## src/rtl/ncl_pkg.sv

```systemverilog
// Shared dual-rail constants, FSM state encoding and rail encode/decode helpers
// for the NCL XOR wavefront controller.
package ncl_pkg;

    localparam logic [1:0] DR_NULL = 2'b00;
    localparam logic [1:0] DR_F    = 2'b01;
    localparam logic [1:0] DR_T    = 2'b10;
    localparam logic [1:0] DR_ILL  = 2'b11;

    localparam int CNT_W = 8;

    typedef enum logic [2:0] {
        ST_IDLE   = 3'd0,
        ST_DRV_D  = 3'd1,
        ST_WAIT_D = 3'd2,
        ST_DRV_N  = 3'd3,
        ST_WAIT_N = 3'd4,
        ST_RESP   = 3'd5
    } state_e;

    // Single-rail bit to dual-rail DATA pair {true,false}
    function automatic logic [1:0] dr_enc(input logic b);
        return b ? DR_T : DR_F;
    endfunction

    // Dual-rail pair to single-rail value (true rail)
    function automatic logic dr_dec(input logic [1:0] p);
        return p[1];
    endfunction

endpackage

```

## src/rtl/ncl_xor_wave_ctrl_if.sv

```systemverilog
// Request / response / datapath bundle of the NCL XOR wavefront controller.
// The controller takes the slave view; the surrounding environment the master view.
interface ncl_xor_wave_ctrl_if #(
    parameter int WIDTH = 4
);
    logic [1:0]         req_valid;
    logic [1:0]         req_ready;
    logic [WIDTH-1:0]   req0_a;
    logic               req0_sub;
    logic [WIDTH-1:0]   req1_a;
    logic               req1_sub;
    logic               rsp_valid;
    logic               rsp_ready;
    logic               rsp_id;
    logic [WIDTH-1:0]   rsp_r;
    logic               rsp_err;
    logic [2*WIDTH-1:0] dp_a;
    logic [1:0]         dp_sub;
    logic [2*WIDTH-1:0] dp_r;
    logic               busy;

    modport slave (
        input  req_valid, req0_a, req0_sub, req1_a, req1_sub, rsp_ready, dp_r,
        output req_ready, rsp_valid, rsp_id, rsp_r, rsp_err, dp_a, dp_sub, busy
    );

    modport master (
        output req_valid, req0_a, req0_sub, req1_a, req1_sub, rsp_ready, dp_r,
        input  req_ready, rsp_valid, rsp_id, rsp_r, rsp_err, dp_a, dp_sub, busy
    );
endinterface

```

## src/rtl/ncl_cmpl_det.sv

```systemverilog
// Combinational completion detector over WIDTH dual-rail pairs:
// all pairs DATA, all pairs NULL, or any pair in the illegal 11 code.
module ncl_cmpl_det
    import ncl_pkg::*;
#(
    parameter int WIDTH = 4
) (
    input  logic [2*WIDTH-1:0] dr,
    output logic               all_data,
    output logic               all_null,
    output logic               any_ill
);

    // Classify every rail pair and fold into the three summary flags
    always_comb begin
        all_data = 1'b1;
        all_null = 1'b1;
        any_ill  = 1'b0;
        for (int i = 0; i < WIDTH; i++) begin
            case (dr[2*i +: 2])
                DR_NULL: all_data = 1'b0;
                DR_T, DR_F: all_null = 1'b0;
                DR_ILL: begin
                    all_data = 1'b0;
                    all_null = 1'b0;
                    any_ill  = 1'b1;
                end
                default: begin
                    all_data = 1'b0;
                    all_null = 1'b0;
                end
            endcase
        end
    end

endmodule

```

## src/rtl/ncl_xor_wave_ctrl.sv

```systemverilog
// Wavefront controller for the dual-rail r = a XOR sub stage: arbitrates two requesters,
// drives DATA then NULL, returns the decoded result. Optional macro: ILLEGAL_CHK_EN.
module ncl_xor_wave_ctrl
    import ncl_pkg::*;
#(
    parameter int WIDTH   = 4,
    parameter int TMO_CYC = 15
) (
    input  logic               clk,
    input  logic               rst_n,
    ncl_xor_wave_ctrl_if.slave bus
);

`ifdef ILLEGAL_CHK_EN
    localparam logic ILL_CHK = 1'b1;
`else
    localparam logic ILL_CHK = 1'b0;
`endif

    localparam logic [CNT_W-1:0] TMO_LAST = CNT_W'(TMO_CYC - 1);

    state_e             state_r;
    state_e             next_state_s;
    logic [CNT_W-1:0]   cnt_r;
    logic               rr_r;

    logic [1:0]         req_ready_r;
    logic               rsp_valid_r;
    logic               rsp_id_r;
    logic [WIDTH-1:0]   rsp_r_r;
    logic               rsp_err_r;
    logic [2*WIDTH-1:0] dp_a_r;
    logic [1:0]         dp_sub_r;
    logic               busy_r;

    logic [1:0]         req_ready_nx_s;
    logic               rsp_valid_nx_s;
    logic               rsp_id_nx_s;
    logic [WIDTH-1:0]   rsp_r_nx_s;
    logic               rsp_err_nx_s;
    logic [2*WIDTH-1:0] dp_a_nx_s;
    logic [1:0]         dp_sub_nx_s;
    logic               busy_nx_s;

    logic [1:0]         grant_s;
    logic               accept_s;
    logic [WIDTH-1:0]   sel_a_s;
    logic               sel_sub_s;
    logic [2*WIDTH-1:0] enc_a_s;
    logic [WIDTH-1:0]   dec_r_s;
    logic               all_data_s;
    logic               all_null_s;
    logic               any_ill_s;
    logic               ill_s;
    logic               tmo_s;

    ncl_cmpl_det #(.WIDTH(WIDTH)) u_cmpl (
        .dr       (bus.dp_r),
        .all_data (all_data_s),
        .all_null (all_null_s),
        .any_ill  (any_ill_s)
    );

    // Illegal pairs only abort a wait when the check is built in
    assign ill_s    = any_ill_s & ILL_CHK;
    assign tmo_s    = (cnt_r == TMO_LAST);
    // req_ready is one-hot, so a handshake on either bit is the accept
    assign accept_s = (state_r == ST_IDLE) && (|(bus.req_valid & req_ready_r));

    // Round-robin grant offered on the next cycle's req_ready
    always_comb begin
        case (bus.req_valid)
            2'b01:   grant_s = 2'b01;
            2'b10:   grant_s = 2'b10;
            2'b11:   grant_s = rr_r ? 2'b10 : 2'b01;
            default: grant_s = 2'b00;
        endcase
    end

    // Operand of the ready requester, its DATA encoding, and the decoded stage result
    always_comb begin
        enc_a_s = '0;
        dec_r_s = '0;
        if (req_ready_r[1]) begin
            sel_a_s   = bus.req1_a;
            sel_sub_s = bus.req1_sub;
        end else begin
            sel_a_s   = bus.req0_a;
            sel_sub_s = bus.req0_sub;
        end
        for (int i = 0; i < WIDTH; i++) begin
            enc_a_s[2*i +: 2] = dr_enc(sel_a_s[i]);
            dec_r_s[i]        = dr_dec(bus.dp_r[2*i +: 2]);
        end
    end

    // State register
    always_ff @(posedge clk or negedge rst_n) begin
        if (!rst_n) begin
            state_r <= ST_IDLE;
        end else begin
            state_r <= next_state_s;
        end
    end

    // Next-state logic
    always_comb begin
        next_state_s = state_r;
        case (state_r)
            ST_IDLE:   next_state_s = accept_s ? ST_DRV_D : ST_IDLE;
            ST_DRV_D:  next_state_s = ST_WAIT_D;
            ST_WAIT_D: next_state_s = (all_data_s || ill_s || tmo_s) ? ST_DRV_N : ST_WAIT_D;
            ST_DRV_N:  next_state_s = ST_WAIT_N;
            ST_WAIT_N: next_state_s = (all_null_s || ill_s || tmo_s) ? ST_RESP : ST_WAIT_N;
            ST_RESP:   next_state_s = bus.rsp_ready ? ST_IDLE : ST_RESP;
            default:   next_state_s = ST_IDLE;
        endcase
    end

    // Output logic: next values of the registered outputs, keyed on the transition taken
    always_comb begin
        dp_a_nx_s      = dp_a_r;
        dp_sub_nx_s    = dp_sub_r;
        rsp_id_nx_s    = rsp_id_r;
        rsp_r_nx_s     = rsp_r_r;
        rsp_err_nx_s   = rsp_err_r;
        rsp_valid_nx_s = (next_state_s == ST_RESP);
        busy_nx_s      = (next_state_s != ST_IDLE);
        if (next_state_s == ST_IDLE) begin
            req_ready_nx_s = grant_s;
        end else begin
            req_ready_nx_s = 2'b00;
        end
        case (state_r)
            ST_IDLE: begin
                if (accept_s) begin
                    dp_a_nx_s    = enc_a_s;
                    dp_sub_nx_s  = dr_enc(sel_sub_s);
                    rsp_id_nx_s  = req_ready_r[1];
                    rsp_r_nx_s   = '0;
                    rsp_err_nx_s = 1'b0;
                end else begin
                    rsp_id_nx_s  = rsp_id_r;
                end
            end
            ST_WAIT_D: begin
                // Completion wins; a timed-out or corrupted wavefront still gets a NULL phase
                if (all_data_s) begin
                    rsp_r_nx_s  = dec_r_s;
                    dp_a_nx_s   = '0;
                    dp_sub_nx_s = DR_NULL;
                end else if (ill_s || tmo_s) begin
                    rsp_r_nx_s   = '0;
                    rsp_err_nx_s = 1'b1;
                    dp_a_nx_s    = '0;
                    dp_sub_nx_s  = DR_NULL;
                end else begin
                    rsp_r_nx_s = rsp_r_r;
                end
            end
            ST_WAIT_N: begin
                if (!all_null_s && (ill_s || tmo_s)) begin
                    rsp_err_nx_s = 1'b1;
                end else begin
                    rsp_err_nx_s = rsp_err_r;
                end
            end
            default: begin
                rsp_err_nx_s = rsp_err_r;
            end
        endcase
    end

    // Wait-state cycle counter (zero on every WAIT entry) and round-robin pointer
    always_ff @(posedge clk or negedge rst_n) begin
        if (!rst_n) begin
            cnt_r <= '0;
            rr_r  <= 1'b0;
        end else begin
            if ((state_r == ST_WAIT_D) || (state_r == ST_WAIT_N)) begin
                if (cnt_r != {CNT_W{1'b1}}) begin
                    cnt_r <= cnt_r + CNT_W'(1);
                end else begin
                    cnt_r <= cnt_r;
                end
            end else begin
                cnt_r <= '0;
            end
            if (accept_s) begin
                rr_r <= ~req_ready_r[1];
            end else begin
                rr_r <= rr_r;
            end
        end
    end

    // Output registers; reset forces the datapath lines to NULL immediately
    always_ff @(posedge clk or negedge rst_n) begin
        if (!rst_n) begin
            req_ready_r <= 2'b00;
            rsp_valid_r <= 1'b0;
            rsp_id_r    <= 1'b0;
            rsp_r_r     <= '0;
            rsp_err_r   <= 1'b0;
            dp_a_r      <= '0;
            dp_sub_r    <= DR_NULL;
            busy_r      <= 1'b0;
        end else begin
            req_ready_r <= req_ready_nx_s;
            rsp_valid_r <= rsp_valid_nx_s;
            rsp_id_r    <= rsp_id_nx_s;
            rsp_r_r     <= rsp_r_nx_s;
            rsp_err_r   <= rsp_err_nx_s;
            dp_a_r      <= dp_a_nx_s;
            dp_sub_r    <= dp_sub_nx_s;
            busy_r      <= busy_nx_s;
        end
    end

    assign bus.req_ready = req_ready_r;
    assign bus.rsp_valid = rsp_valid_r;
    assign bus.rsp_id    = rsp_id_r;
    assign bus.rsp_r     = rsp_r_r;
    assign bus.rsp_err   = rsp_err_r;
    assign bus.dp_a      = dp_a_r;
    assign bus.dp_sub    = dp_sub_r;
    assign bus.busy      = busy_r;

endmodule

```

## src/flat_wrapper.sv

```systemverilog
// flat-port wrapper written by rule: the top's interface ports become plain ports
module ncl_xor_wave_ctrl_flat import ncl_pkg::*;
#(
    parameter int WIDTH   = 4,
    parameter int TMO_CYC = 15
)
  (clk, rst_n, bus_req_valid, bus_req0_a, bus_req0_sub, bus_req1_a, bus_req1_sub, bus_rsp_ready, bus_dp_r, bus_req_ready, bus_rsp_valid, bus_rsp_id, bus_rsp_r, bus_rsp_err, bus_dp_a, bus_dp_sub, bus_busy);
  ncl_xor_wave_ctrl_if #(.WIDTH(WIDTH)) bus_i ();
  input  logic clk;
  input  logic rst_n;
  input wire logic [$bits(bus_i.req_valid)-1:0] bus_req_valid;
  input wire logic [$bits(bus_i.req0_a)-1:0] bus_req0_a;
  input wire logic [$bits(bus_i.req0_sub)-1:0] bus_req0_sub;
  input wire logic [$bits(bus_i.req1_a)-1:0] bus_req1_a;
  input wire logic [$bits(bus_i.req1_sub)-1:0] bus_req1_sub;
  input wire logic [$bits(bus_i.rsp_ready)-1:0] bus_rsp_ready;
  input wire logic [$bits(bus_i.dp_r)-1:0] bus_dp_r;
  output wire logic [$bits(bus_i.req_ready)-1:0] bus_req_ready;
  output wire logic [$bits(bus_i.rsp_valid)-1:0] bus_rsp_valid;
  output wire logic [$bits(bus_i.rsp_id)-1:0] bus_rsp_id;
  output wire logic [$bits(bus_i.rsp_r)-1:0] bus_rsp_r;
  output wire logic [$bits(bus_i.rsp_err)-1:0] bus_rsp_err;
  output wire logic [$bits(bus_i.dp_a)-1:0] bus_dp_a;
  output wire logic [$bits(bus_i.dp_sub)-1:0] bus_dp_sub;
  output wire logic [$bits(bus_i.busy)-1:0] bus_busy;
  assign bus_i.req_valid = bus_req_valid;
  assign bus_i.req0_a = bus_req0_a;
  assign bus_i.req0_sub = bus_req0_sub;
  assign bus_i.req1_a = bus_req1_a;
  assign bus_i.req1_sub = bus_req1_sub;
  assign bus_i.rsp_ready = bus_rsp_ready;
  assign bus_i.dp_r = bus_dp_r;
  assign bus_req_ready = bus_i.req_ready;
  assign bus_rsp_valid = bus_i.rsp_valid;
  assign bus_rsp_id = bus_i.rsp_id;
  assign bus_rsp_r = bus_i.rsp_r;
  assign bus_rsp_err = bus_i.rsp_err;
  assign bus_dp_a = bus_i.dp_a;
  assign bus_dp_sub = bus_i.dp_sub;
  assign bus_busy = bus_i.busy;
  ncl_xor_wave_ctrl #(.WIDTH(WIDTH), .TMO_CYC(TMO_CYC)) u_core (.clk(clk), .rst_n(rst_n), .bus(bus_i));
endmodule
```

## config.mk

```make
export PLATFORM = sky130hd
export DESIGN_NAME = ncl_xor_wave_ctrl_flat
export DESIGN_NICKNAME = d
export VERILOG_FILES = /design/src/rtl/ncl_pkg.sv /design/src/rtl/ncl_xor_wave_ctrl_if.sv /design/src/rtl/ncl_cmpl_det.sv /design/src/rtl/ncl_xor_wave_ctrl.sv /design/src/flat_wrapper.sv
export SDC_FILE = /design/constraint.sdc
export NUM_CORES = 1
export LEC_CHECK = 0
export ABC_AREA = 1
export CAP_MARGIN = 15
export CELL_PAD_IN_SITES_DETAIL_PLACEMENT = 1
export CELL_PAD_IN_SITES_GLOBAL_PLACEMENT = 1
export CORE_MARGIN = 2
export CORE_UTILIZATION = 30
export CTS_CLUSTER_SIZE = 16
export DETAILED_ROUTE_END_ITERATION = 10
export GPL_ROUTABILITY_DRIVEN = 0
export PLACE_DENSITY = 0.67
export SETUP_SLACK_MARGIN = 0.1
export SLEW_MARGIN = 20
export SYNTH_ARGS = -nofsm -noshare
export SYNTH_HDL_FRONTEND = slang
export SYNTH_SLANG_ARGS = --single-unit
```

## constraint.sdc

```tcl
create_clock -name clk -period 3 [get_ports clk]
set_clock_uncertainty 0.15 [all_clocks]
set_input_delay 0.6 -clock clk [delete_from_list [all_inputs] [get_ports clk]]
set_output_delay 0.6 -clock clk [all_outputs]
set_load 0.01 [all_outputs]
```

Word level (Yosys, flattened, before mapping)
Cells that the tools add are included.
{ "word_totals": {"latchBits": 0, "ramBits": 0, "inputBits": 23, "regBits": 32, "memories": 0, "rom_bits": 0, "wordCells": 112, "output_inout_bits": 20} }
{ "op_classes": {"n_div": 0, "shift": 0, "n_eq_ne": 29, "n_mux": 42, "bitwise": 2, "order_cmp": 0, "n_addsub": 1, "multipliers": 0, "reduce_logical": 27} }
{ "ops": {"columns": ["operator", "n"], "rows": [
  ["$mux 8", 5],
  ["$eq 2x2->1 const B", 10],
  ["$mux 2", 10],
  ["$pmux 3 s6", 1],
  ["$mux 1", 16],
  ["$mux 4", 4],
  ["$pmux 8 s2", 1],
  ["$reduce_or 3->1", 4],
  ["$eq 2x1->1 const B", 5],
  ["$reduce_or 2->1", 5],
  ["$eq 3x3->1 const B", 3],
  ["$add 8x1->8 const B", 1],
  ["$eq 8x4->1 const B", 1],
  ["$logic_not 2->1", 4],
  ["$ne 8x8->1 const B", 1],
  ["$pmux 4 s2", 1],
  ["$eq 3x2->1 const B", 2],
  ["$logic_not 3->1", 2],
  ["$ne 2x1->1 const B", 3],
  ["$pmux 2 s3", 1],
  ["$reduce_bool 3->1", 2],
  ["$reduce_and 5->1", 1],
  ["$ne 2x2->1 const B", 2],
  ["$pmux 2 s2", 1],
  ["12 further kinds", 15]
]} }

Longest topological paths before layout
Gate-level depths: netlist of the first run.
{ "depth": {"ltp_word": 11, "ltp_mapped": 10, "depth_no_buf": 10} }

Cells and area by module
A second synthesis of the first run with hierarchy kept.
{ "unflattened": {"hier_cells": 240, "area_unflattened_um2": 1803.0} }
{ "modules_own_cells": {"columns": ["mod", "area_per_inst_um2", "seq_area_each_um2", "n_inst", "cells_per_inst"], "rows": [
  ["ncl_xor_wave_ctrl", 1639.1, 800.8, 1, 215],
  ["ncl_cmpl_det", 163.9, 0.0, 1, 25]
]} }

Worst setup path before layout of the first run
Ideal clock, no wire load.
{ "synth_timing": {"path_kind": "in2reg", "startpoint": "input port bus_dp_r[7]", "endpoint": "register u_core.dp_a_r[0], in the netlist u_core.bus.dp_a[0]", "setup_ns": 0.118, "stages": 10, "t_required_ns": 2.732, "n_path_buf": 1, "arrival_ns": 1.569, "path_slack_ns": 1.163, "path_cell_list": "inv_1 ha_1 nand2_1 nor2_1 nor2_1 nand2_1 nand2_4 buf_6 nand2_1 o21ai_2"} }
{ "synth_between": {"elab_chain_len": 5, "word_cells_on_any_way": 8, "cone_classes": "2 x eq/ne; 3 x mux; 3 x reduce/logical"} }
{ "synth_lines": {"columns": ["element", "line_no", "source"], "rows": [
  ["start, declared", "flat_wrapper.sv:17", "input wire logic [$bits(bus_i.dp_r)-1:0] bus_dp_r;"],
  ["$eq 2x2->1 / $logic_not 2->1 (equally long branches)", "ncl_cmpl_det.sv:20", "case (dr[2*i +: 2])"],
  ["$reduce_or 2->1 (no line) *", null, null],
  ["$mux 1 *", "ncl_cmpl_det.sv:20", null],
  ["$ne 3x1->1 (no line) / $mux 8 (equally long branches)", null, null],
  ["$reduce_and 3->1 (no line) / $pmux 8 s2 (equally long branches)", null, null],
  ["end signal, assigned", "ncl_xor_wave_ctrl.sv:214", "dp_a_r <= dp_a_nx_s;"],
  ["end, declared", "ncl_xor_wave_ctrl.sv:32", "logic [2*WIDTH-1:0] dp_a_r;"]
]} }
Every way passes the cells marked *; elsewhere a longest branch is shown, timed or not.
A chain may end at the register's enable or synchronous reset.

Worst setup path after layout of the first run
{ "layout_timing": {"startpoint": "input port bus_dp_r[7]", "endpoint": "register u_core.dp_a_r[1], in the netlist u_core.bus.dp_a[1]"} }
Same word-level chain as after synthesis.

==> results.md, run 1 <==
* Least-Margin Pin Slew at 0.4231 ns
* Reg-to-Reg Start: u_core.state_r[2]
* Vias in the first global route at 1631
* Final hold vios at 0
* Max Clk Rate at 454.6 MHz
* Tot GR Track Use at 14.79%
* Status: finished, final reports clean
* Final min period at 2.200 ns
* Hold path depth at 2
* H-tree depth at 2
* Synthesized instance count at 228
* Post-place instance area at 2263 um2
* Worst EP arrival at 2.22 ns
* DR vias at 1568
* Worst Hold Class: reg -> reg
* Hold-fix buffers, CTS at 0
* FF-to-FF path depth at 8
* Core area at 5816 um2
* Hpwl dp at 3387 um
* YS warnings at 0
* Layout area overhead at 32.14%
* DR vias/cell at 4.467
* Fillers at 727
* Mux contribution to synthesized area at 0%
* Pwr Density at 907.9 nW/um2
* Crit Path Category: in -> reg
* Clock Tree Buf Depth at 2
* Hold Slack at 0.3337 ns
* Largest family of logic cells by synthesized area: simple AND/OR/NAND/NOR gates
* Resized cells post-CTS at 0
* Die width at 81.01 um
* Post-synthesis adder-cell area fraction at 4.219%
* Static leakage at 1.163 nW
* CP Capture Type: register
* Share of the yosys chip area belonging to registers at 45.01%
* Final Cycle Share at 73.33%
* I/O Buffers at 42
* Ports at 43
* R2R Path End: u_core.cnt_r[1]
* CP max stage cell: clkdlybuf4s50_1
* HP Start: u_core.bus.dp_a[6]
* Diode count at 0
* Detailed Routing Iterations Pass 1 at 4
* Initial Utilization at 30.59%
* Synth cell types at 23
* DIE AREA at 6563 um2
* Post-route ant nets at 0
* Clk sinks at 32
* Slew Limit Headroom at 71.79%
* Chip height at 81.01 um
* Worst Setup Start Kind: input pin
* Num CTS Buffers at 5
* Mapped cell area at 1779 um2
* Worst VDD drop at 353.2 uV
* Post-Synth Simple-Gate Area at 32.98%
* Drt initial violations at 21
* Compound-Gate Fraction of Synth Area at 10.20%
* Post-route DRC at 0
* Drt wl/cell at 12.44 um
* Fin. max-slew vios at 0
* # setup viols final at 0
* XOR/XNOR Fraction of Synth Area at 0%
* Post-CTS setup buffers at 0
* Worst hold endpoint: u_core.bus.dp_a[6]
* Site Rows at 28
* Worst EP required at 3.02 ns
* Register bit total from synthesis at 32
* Worst reg2reg setup slack at 1.28 ns
* First-pass GRT wire length at 7534 um
* RSZ-0062 raised after global routing: no
* Worst skew pair latency at 0.29 ns
* Finished Cell Area at 2351 um2
* CTS tree: yes
* Worst-path clk slew at 0.08 ns
* Initial antenna violation count at 0
* Buffers and inverters on the worst path at 2
* Total Neg Setup Slack at 0 ns
* Post-Syn Nets at 257
* Max FO, Critical Path at 24
* Non-Filler Instances at 351
* Max stage delay on crit path at 0.46 ns
* Clock root buffer: clkbuf_8
* WL final at 4367 um
* Worst path cell trace: clkdlybuf4s50_1, inv_1, ha_1, nand2_1, nor2_1, nor2_1, nand2_1, nand2_4, nand2_1, o21ai_2
* Mapped Avg Cell Area at 7.804 um2
* Largest net degree at the start of global routing at 33
* Layout cells sized above 1 at 13.41%
* Grt ovf at 0
* Fin nets at 304
* Inst Count DP at 343
* CP most frequent cell: nand2_1
* Crit path max-delay family: simple AND/OR/NAND/NOR gates
* Max-Cap Viols at 0
* Finished Core Util at 40.43%
[routing by layer]
metal	track usage, %	part of all wire [%]	routed length [um]
met4	4.068	1.5	66
met2	23.80	46	1988
met3	3.222	3.8	167
met1	20.10	49	2145
met5	0	0	0
[power by group]
group          switching, W  internal [W]  total [W]
clock network      0.000173      0.000162   0.000335
logic              0.000662      0.000461    0.00112
registers         0.0000991      0.000578   0.000677
total              0.000934       0.00120    0.00213
[worst max path at each step]
stage	startpoint	endpoint	slack, ns	depth (start not counted)
2_1_floorplan	bus_dp_r[7]	u_core.bus.dp_a[0]	1.16	10
3_3_place_gp	bus_dp_r[1]	u_core.bus.dp_a[2]	0.53	10
3_5_place_dp	bus_dp_r[7]	u_core.bus.dp_sub[1]	0.48	10
4_1_cts	bus_dp_r[7]	u_core.bus.dp_sub[1]	0.77	10
5_1_grt	bus_dp_r[1]	u_core.bus.rsp_r[2]	0.56	10
6_report	bus_dp_r[7]	u_core.bus.dp_a[1]	0.80	10
[cells by family (layout without fill, tap and decap cells)]
family | Yosys count | in the layout
flip-flops | 32 | 32
adder cells (fa/ha/maj) | 6 | 6
AO/OA/AOI/OAI | 27 | 27
AND/OR/NAND/NOR | 134 | 134
buffers and inverters | 29 | 77
[stage by stage]
step           setup WS (ns)  power, W
6_report              0.8001  0.002135
5_1_grt               0.5586  0.002357
4_1_cts               0.7735  0.002186
3_5_place_dp          0.4786  0.001835
3_3_place_gp          0.5250  0.001809
2_1_floorplan          1.163  0.001527
[final cells by class]
cell class / count / area, um2 / area share, %
clock inverter: 3 / 18.77 / 0.7983
sequential: 32 / 800.8 / 34.06
clock buffer: 5 / 68.82 / 2.927
inverter: 26 / 97.59 / 4.151
tap: 75 / 93.84 / 3.991
multi-input combinational: 167 / 843.3 / 35.87
timing repair buffer: 43 / 427.9 / 18.20
[cells in the mapped netlist (all sizes together)]
library cell	number	share of area, %
dfrtp	32	45
nor2	24	6.0
a21oi	4	1.1
nand2	87	20
o21a	1	0.42
ha	6	4.2
nand3b	1	0.42
buf	3	2.1
or2	2	0.70
nor3	3	0.84
nand3	17	5.3
o31ai	1	0.42
o21ai	21	8.2
inv	26	5.5
[worst reg2reg max path, delay by kind of cell, from the launching register on]
kind / cells / cell delay, ns
flip-flops: 1 / 0.43
buffers and inverters: 2 / 0.18
AND/OR/NAND/NOR: 6 / 0.84
[layout by cell type (no fill, tap or decap), drive strengths merged]
cell type / count
dfrtp: 32
clkinv: 3
a21oi: 4
nand3: 17
buf: 1
nor3: 3
ha: 6
nand2: 87
clkbuf: 5
o21ai: 21
clkdlybuf4s50: 42
or2: 2
o21a: 1
o31ai: 1
nor2: 24
nand3b: 1
inv: 26
[state kept, by name, summed over array words and instances (netlist names), 2 cells and up]
| signal | cells |
|---|---|
| u_core.bus.req_ready | 2 |
| u_core.bus.rsp_r | 4 |
| u_core.bus.dp_sub | 2 |
| u_core.state_r | 3 |
| u_core.cnt_r | 8 |
| u_core.bus.dp_a | 8 |
No activity file was read; power rests on OpenSTA's default activity.
==> run 2, diff against run 1 <==
--- a/config.mk
+++ b/config.mk
@@ -14,7 +14,7 @@
 export CTS_CLUSTER_SIZE = 16
 export DETAILED_ROUTE_END_ITERATION = 10
 export GPL_ROUTABILITY_DRIVEN = 0
-export PLACE_DENSITY = 0.67
+export PLACE_DENSITY = 0.69
 export SETUP_SLACK_MARGIN = 0.1
 export SLEW_MARGIN = 20
 export SYNTH_ARGS = -nofsm -noshare
==> constraint.sdc (replaced) <==
create_clock -name clk -period 1.8 [get_ports clk]
set_clock_uncertainty 0.15 [all_clocks]
set_input_delay 0.36 -clock clk [delete_from_list [all_inputs] [get_ports clk]]
set_output_delay 0.36 -clock clk [all_outputs]
set_load 0.01 [all_outputs]
==> results.md, run 2 (same netlist as run 1, synthesis figures left out) <==
* Commonest non-fill, non-tap cell in the layout: nand2_1
* Pwr Density at 1632 nW/um2
* # setup viols final at 0
* Worst-path clk slew at 0.07 ns
* Chip height at 81.01 um
* Die width at 81.01 um
* Buffers and inverters on the worst path at 1
* Fin. max-slew vios at 0
* I/O Buffers at 42
* Clk sinks at 32
* Worst path cell trace: clkdlybuf4s50_1
* Slew Limit Headroom at 78.60%
* Layout area overhead at 50.70%
* DR vias at 1714
* Finished Core Util at 46.11%
* Worst EP arrival at 1.14 ns
* Clock root buffer: clkbuf_8
* First-pass GRT wire length at 8273 um
* Hold-fix buffers, CTS at 0
* Detailed Routing Iterations Pass 1 at 4
* Post-route DRC at 0
* Max stage delay on crit path at 0.53 ns
* Initial antenna violation count at 0
* Max Clk Rate at 606.5 MHz
* DIE AREA at 6563 um2
* Crit path max-delay family: buffers and inverters
* Worst VDD drop at 697.7 uV
* Final hold vios at 0
* Vias in the first global route at 1737
* Drt initial violations at 33
* WL final at 5147 um
* Worst Hold Class: in -> async
* Num CTS Buffers at 5
* Max-Cap Viols at 0
* Layout cells sized above 1 at 27.42%
* H-tree depth at 2
* Diode count at 0
* Most frequent cells in the layout: 66 x nand2_1, 32 x dfrtp_1, 20 x inv_1
* CTS tree: yes
* Pre-CTS setup slack at -0.3673 ns
* Final Cycle Share at 91.60%
* Core area at 5816 um2
* Initial Utilization at 30.59%
* Least-Margin Pin Slew at 0.3183 ns
* Inst Count DP at 356
* Status: finished, final reports clean
* Worst EP required at 1.29 ns
* Max FO, Critical Path at 1
* Non-Filler Instances at 374
* Ports at 43
* Drt wl/cell at 13.76 um
* Worst Setup Start Kind: register
* DR vias/cell at 4.583
* Setup ws final at 0.1512 ns
* Crit Path Category: reg -> out
* Hpwl dp at 3522 um
* Site Rows at 28
* Worst skew pair latency at 0.28 ns
* Static leakage at 1.487 nW
* CP Capture Type: primary output
* Fin nets at 327
* Grt ovf at 0
* CP max stage cell: clkdlybuf4s50_1
* Post-place instance area at 2374 um2
* Largest net degree at the start of global routing at 33
* Finished Cell Area at 2681 um2
* RSZ-0062 raised after global routing: no
* Tot GR Track Use at 16.88%
* Final min period at 1.649 ns
* Clock Tree Buf Depth at 2
* Post-route ant nets at 0
run 2: layout make-up:
type	instances	area, um2
Fill cell	720	3134
Multi-Input combinational cell	170	967.2
Sequential cell	32	800.8
Timing Repair Buffer	63	614.3
Inverter	26	97.59
Tap cell	75	93.84
Clock buffer	6	72.57
Clock inverter	2	35.03
run 2: per-layer routing:
| metal | vias up | track usage (%) | part of all wire, % |
|---|---|---|---|
| met2 | 28 | 28.60 | 51 |
| li1 | 862 | - | - |
| met4 | 0 | 7.288 | 1.9 |
| met1 | 817 | 20.64 | 44 |
| met3 | 7 | 3.667 | 3.3 |
| met5 | - | 0 | 0 |
run 2: timing repair:
action                     CTS  global route
cloned                       3             0
resized for setup           45            13
buffers inserted             6             1
setup endpoints to repair   28            27
pin swaps                   16             3
run 2: stage by stage:
step,total power (W),hold slack (ns),TNS (ns)
3_5_place_dp,0.003162,0.3169,-6.545
4_1_cts,0.004294,0.2855,0
6_report,0.004376,0.2839,0
2_1_floorplan,0.002545,-0.08559,0
3_3_place_gp,0.003120,0.3142,-6.129
5_1_grt,0.004714,0.3036,0
run 2: power breakdown:
group | internal (W) | total (W) | leakage [nW] | switching [W]
clock | 0.000411 | 0.000688 | 0.0552 | 0.000277
combinational | 0.00105 | 0.00256 | 1.01 | 0.00151
sequential | 0.000964 | 0.00113 | 0.420 | 0.000162
total | 0.00243 | 0.00438 | 1.49 | 0.00195
run 2: path summary, 6_finish.rpt:
kind / startpoint / endpoint / slack (ns) / cells after the start
min in group clk: u_core.bus.dp_a[1] / u_core.bus.dp_a[1] / 0.33 / 2
setup / recovery: u_core.bus.busy / bus_busy / 0.15 / 1
hold / removal: rst_n / u_core.cnt_r[4] / 0.28 / 2
setup reg to reg: u_core.cnt_r[0] / u_core.bus.dp_a[3] / 0.18 / 9
hold reg to reg: u_core.bus.dp_a[1] / u_core.bus.dp_a[1] / 0.33 / 2
max in group asynchronous: rst_n / u_core.bus.dp_a[6] / 1.03 / 2
run 2: worst register-to-register path: stages, from the launching register on:
cell and delay, ns:
dfrtp_1 0.41, inv_2 0.09, ha_1 0.18, nand2_1 0.07, nor2_2 0.10, nand2_2 0.12, nand2_8 0.15, nand2_8 0.09
nand2_1 0.07, o21ai_1 0.07
==> run 3, diff against run 2 <==
--- a/config.mk
+++ b/config.mk
@@ -20,3 +20,4 @@
 export SYNTH_ARGS = -nofsm -noshare
 export SYNTH_HDL_FRONTEND = slang
 export SYNTH_SLANG_ARGS = --single-unit
+export TNS_END_PERCENT = 20
==> results.md, run 3 (same netlist as run 1, synthesis figures left out) <==
* Core area at 5816 um2
* Final hold vios at 0
* RSZ-0062 raised after global routing: yes
* Initial antenna violation count at 0
* Worst-path clk slew at 0.07 ns
* Stages on worst setup path at 1
* DR vias at 1713
* CTS tree: yes
* Drt initial violations at 40
* Worst Setup Start Kind: register
* Static leakage at 1.329 nW
* Worst EP required at 1.29 ns
* # setup viols final at 0
* Max-Cap Viols at 0
* Layout cells sized above 1 at 27.09%
* First-pass GRT wire length at 8224 um
* CP Capture Type: primary output
* Clock root buffer: clkbuf_8
* Clock power share at 15.5%
* Layout area overhead at 49.65%
* Drt wl/cell at 13.61 um
* DR vias/cell at 4.580
* Chip height at 81.01 um
* Num CTS Buffers at 5
* Diode count at 0
* CP max stage cell: clkdlybuf4s50_1
* Initial Utilization at 30.59%
* Worst VDD drop at 701.2 uV
* Worst EP arrival at 1.21 ns
* Max FO, Critical Path at 3
* Die width at 81.01 um
* Tot GR Track Use at 16.81%
* Least-Margin Pin Slew at 0.3191 ns
* Buffers and inverters on the worst path at 1
* Largest net degree at the start of global routing at 33
* Vias in the first global route at 1731
* Status: finished, final reports clean
* Net Sw Frac at 43.91%
* Pwr Density at 1664 nW/um2
* Multi-input logic area at 964.7 um2
* I/O Buffers at 42
* Fin. max-slew vios at 0
* Post-route DRC at 0
* Clock Tree Buf Depth at 2
* Crit path max-delay family: buffers and inverters
* Worst skew pair latency at 0.28 ns
* Fin nets at 327
* Inst Count DP at 356
* Ports at 43
* Non-Filler Instances at 374
* Detailed Routing Iterations Pass 1 at 4
* Storage cell area at 800.8 um2
* Worst path cell trace: clkdlybuf4s50_1
* DIE AREA at 6563 um2
* Final Cycle Share at 95.38%
* Most frequent cells in the layout: 66 x nand2_1, 32 x clkdlybuf4s50_1, 32 x dfrtp_1
* WL final at 5089 um
* Worst Hold Class: in -> async
* Crit Path Category: reg -> out
* Site Rows at 28
* Fillers at 721
* Final min period at 1.717 ns
* Logic pwr share at 58.9%
* Max Clk Rate at 582.4 MHz
* Grt ovf at 0
* Switching power at 0.001945 W
* Hpwl dp at 3522 um
* H-tree depth at 2
* Share of power burned in registers at 25.6%
* Max stage delay on crit path at 0.56 ns
* Post-route ant nets at 0
* Internal Power at 0.002484 W
* PnR Total Power at 0.004430 W
* FF-to-FF path depth at 9
* Commonest non-fill, non-tap cell in the layout: nand2_1
* Clk sinks at 32
* Slew Limit Headroom at 78.55%
## run 3: cell types whose count changed in the layout (fill, tap and decap cells not counted), sizes merged
cell	delta
dlygate4sd2	-7
clkdlybuf4s50	+17
dlymetal6s2s	-10
## run 3: final cells by class
cell class / count / share of cell area [%]
Inverter: 26 / 3.665
Sequential cell: 32 / 30.08
Tap cell: 75 / 3.524
Timing Repair Buffer: 63 / 22.46
Clock buffer: 6 / 2.726
Multi-Input combinational cell: 170 / 36.23
Clock inverter: 2 / 1.316
## run 3: power by group through the flow
stage          Combinational [W]  Sequential, W  Clock [W]
3_3_place_gp             0.00199        0.00113          0
2_1_floorplan            0.00135        0.00120          0
6_report                 0.00261        0.00113   0.000688
3_5_place_dp             0.00203        0.00113          0
4_1_cts                  0.00249        0.00113   0.000710
5_1_grt                  0.00287        0.00116   0.000739
## run 3: layer usage
metal	up-vias	part of all wire, %	global-route usage [%]
li1	861	-	-
met4	0	1.9	6.610
met3	7	3.9	3.667
met1	815	44	20.85
met5	-	0	0
met2	30	50	28.43
## run 3: timing repair
item                                    in CTS  in global routing
pin swaps                                   15                  3
setup buffers                                6                  1
hold buffers                                 0                  0
resized for setup                           37                  3
endpoints found under the setup margin      28                 36
cloned                                       3                  0
## run 3: final timing paths
path | startpoint | to | slack, ns
worst max-delay path | u_core.bus.req_ready[1] | bus_req_ready[1] | 0.08
max in group asynchronous | rst_n | u_core.bus.dp_sub[1] | 1.03
worst min-delay path | rst_n | u_core.cnt_r[4] | 0.28
worst min register to register | u_core.bus.rsp_err | u_core.bus.rsp_err | 0.33
worst max register to register | u_core.cnt_r[0] | u_core.bus.dp_a[3] | 0.18
min in group clk | u_core.bus.rsp_err | u_core.bus.rsp_err | 0.33
## run 3: stage by stage
step	hold WS (ns)	worst slack [ns]	TNS [ns]	utilization, %	instance area (um2)
2_1_floorplan	-0.08559	0.2030	0	-	1779
3_3_place_gp	0.3142	-0.3368	-6.129	40.81	2374
3_5_place_dp	0.3169	-0.3673	-6.545	40.81	2374
4_1_cts	0.2855	0.06207	0	45.35	2638
5_1_grt	0.3036	0.03742	0	45.78	2663
6_report	0.2824	0.08310	0	45.78	2663
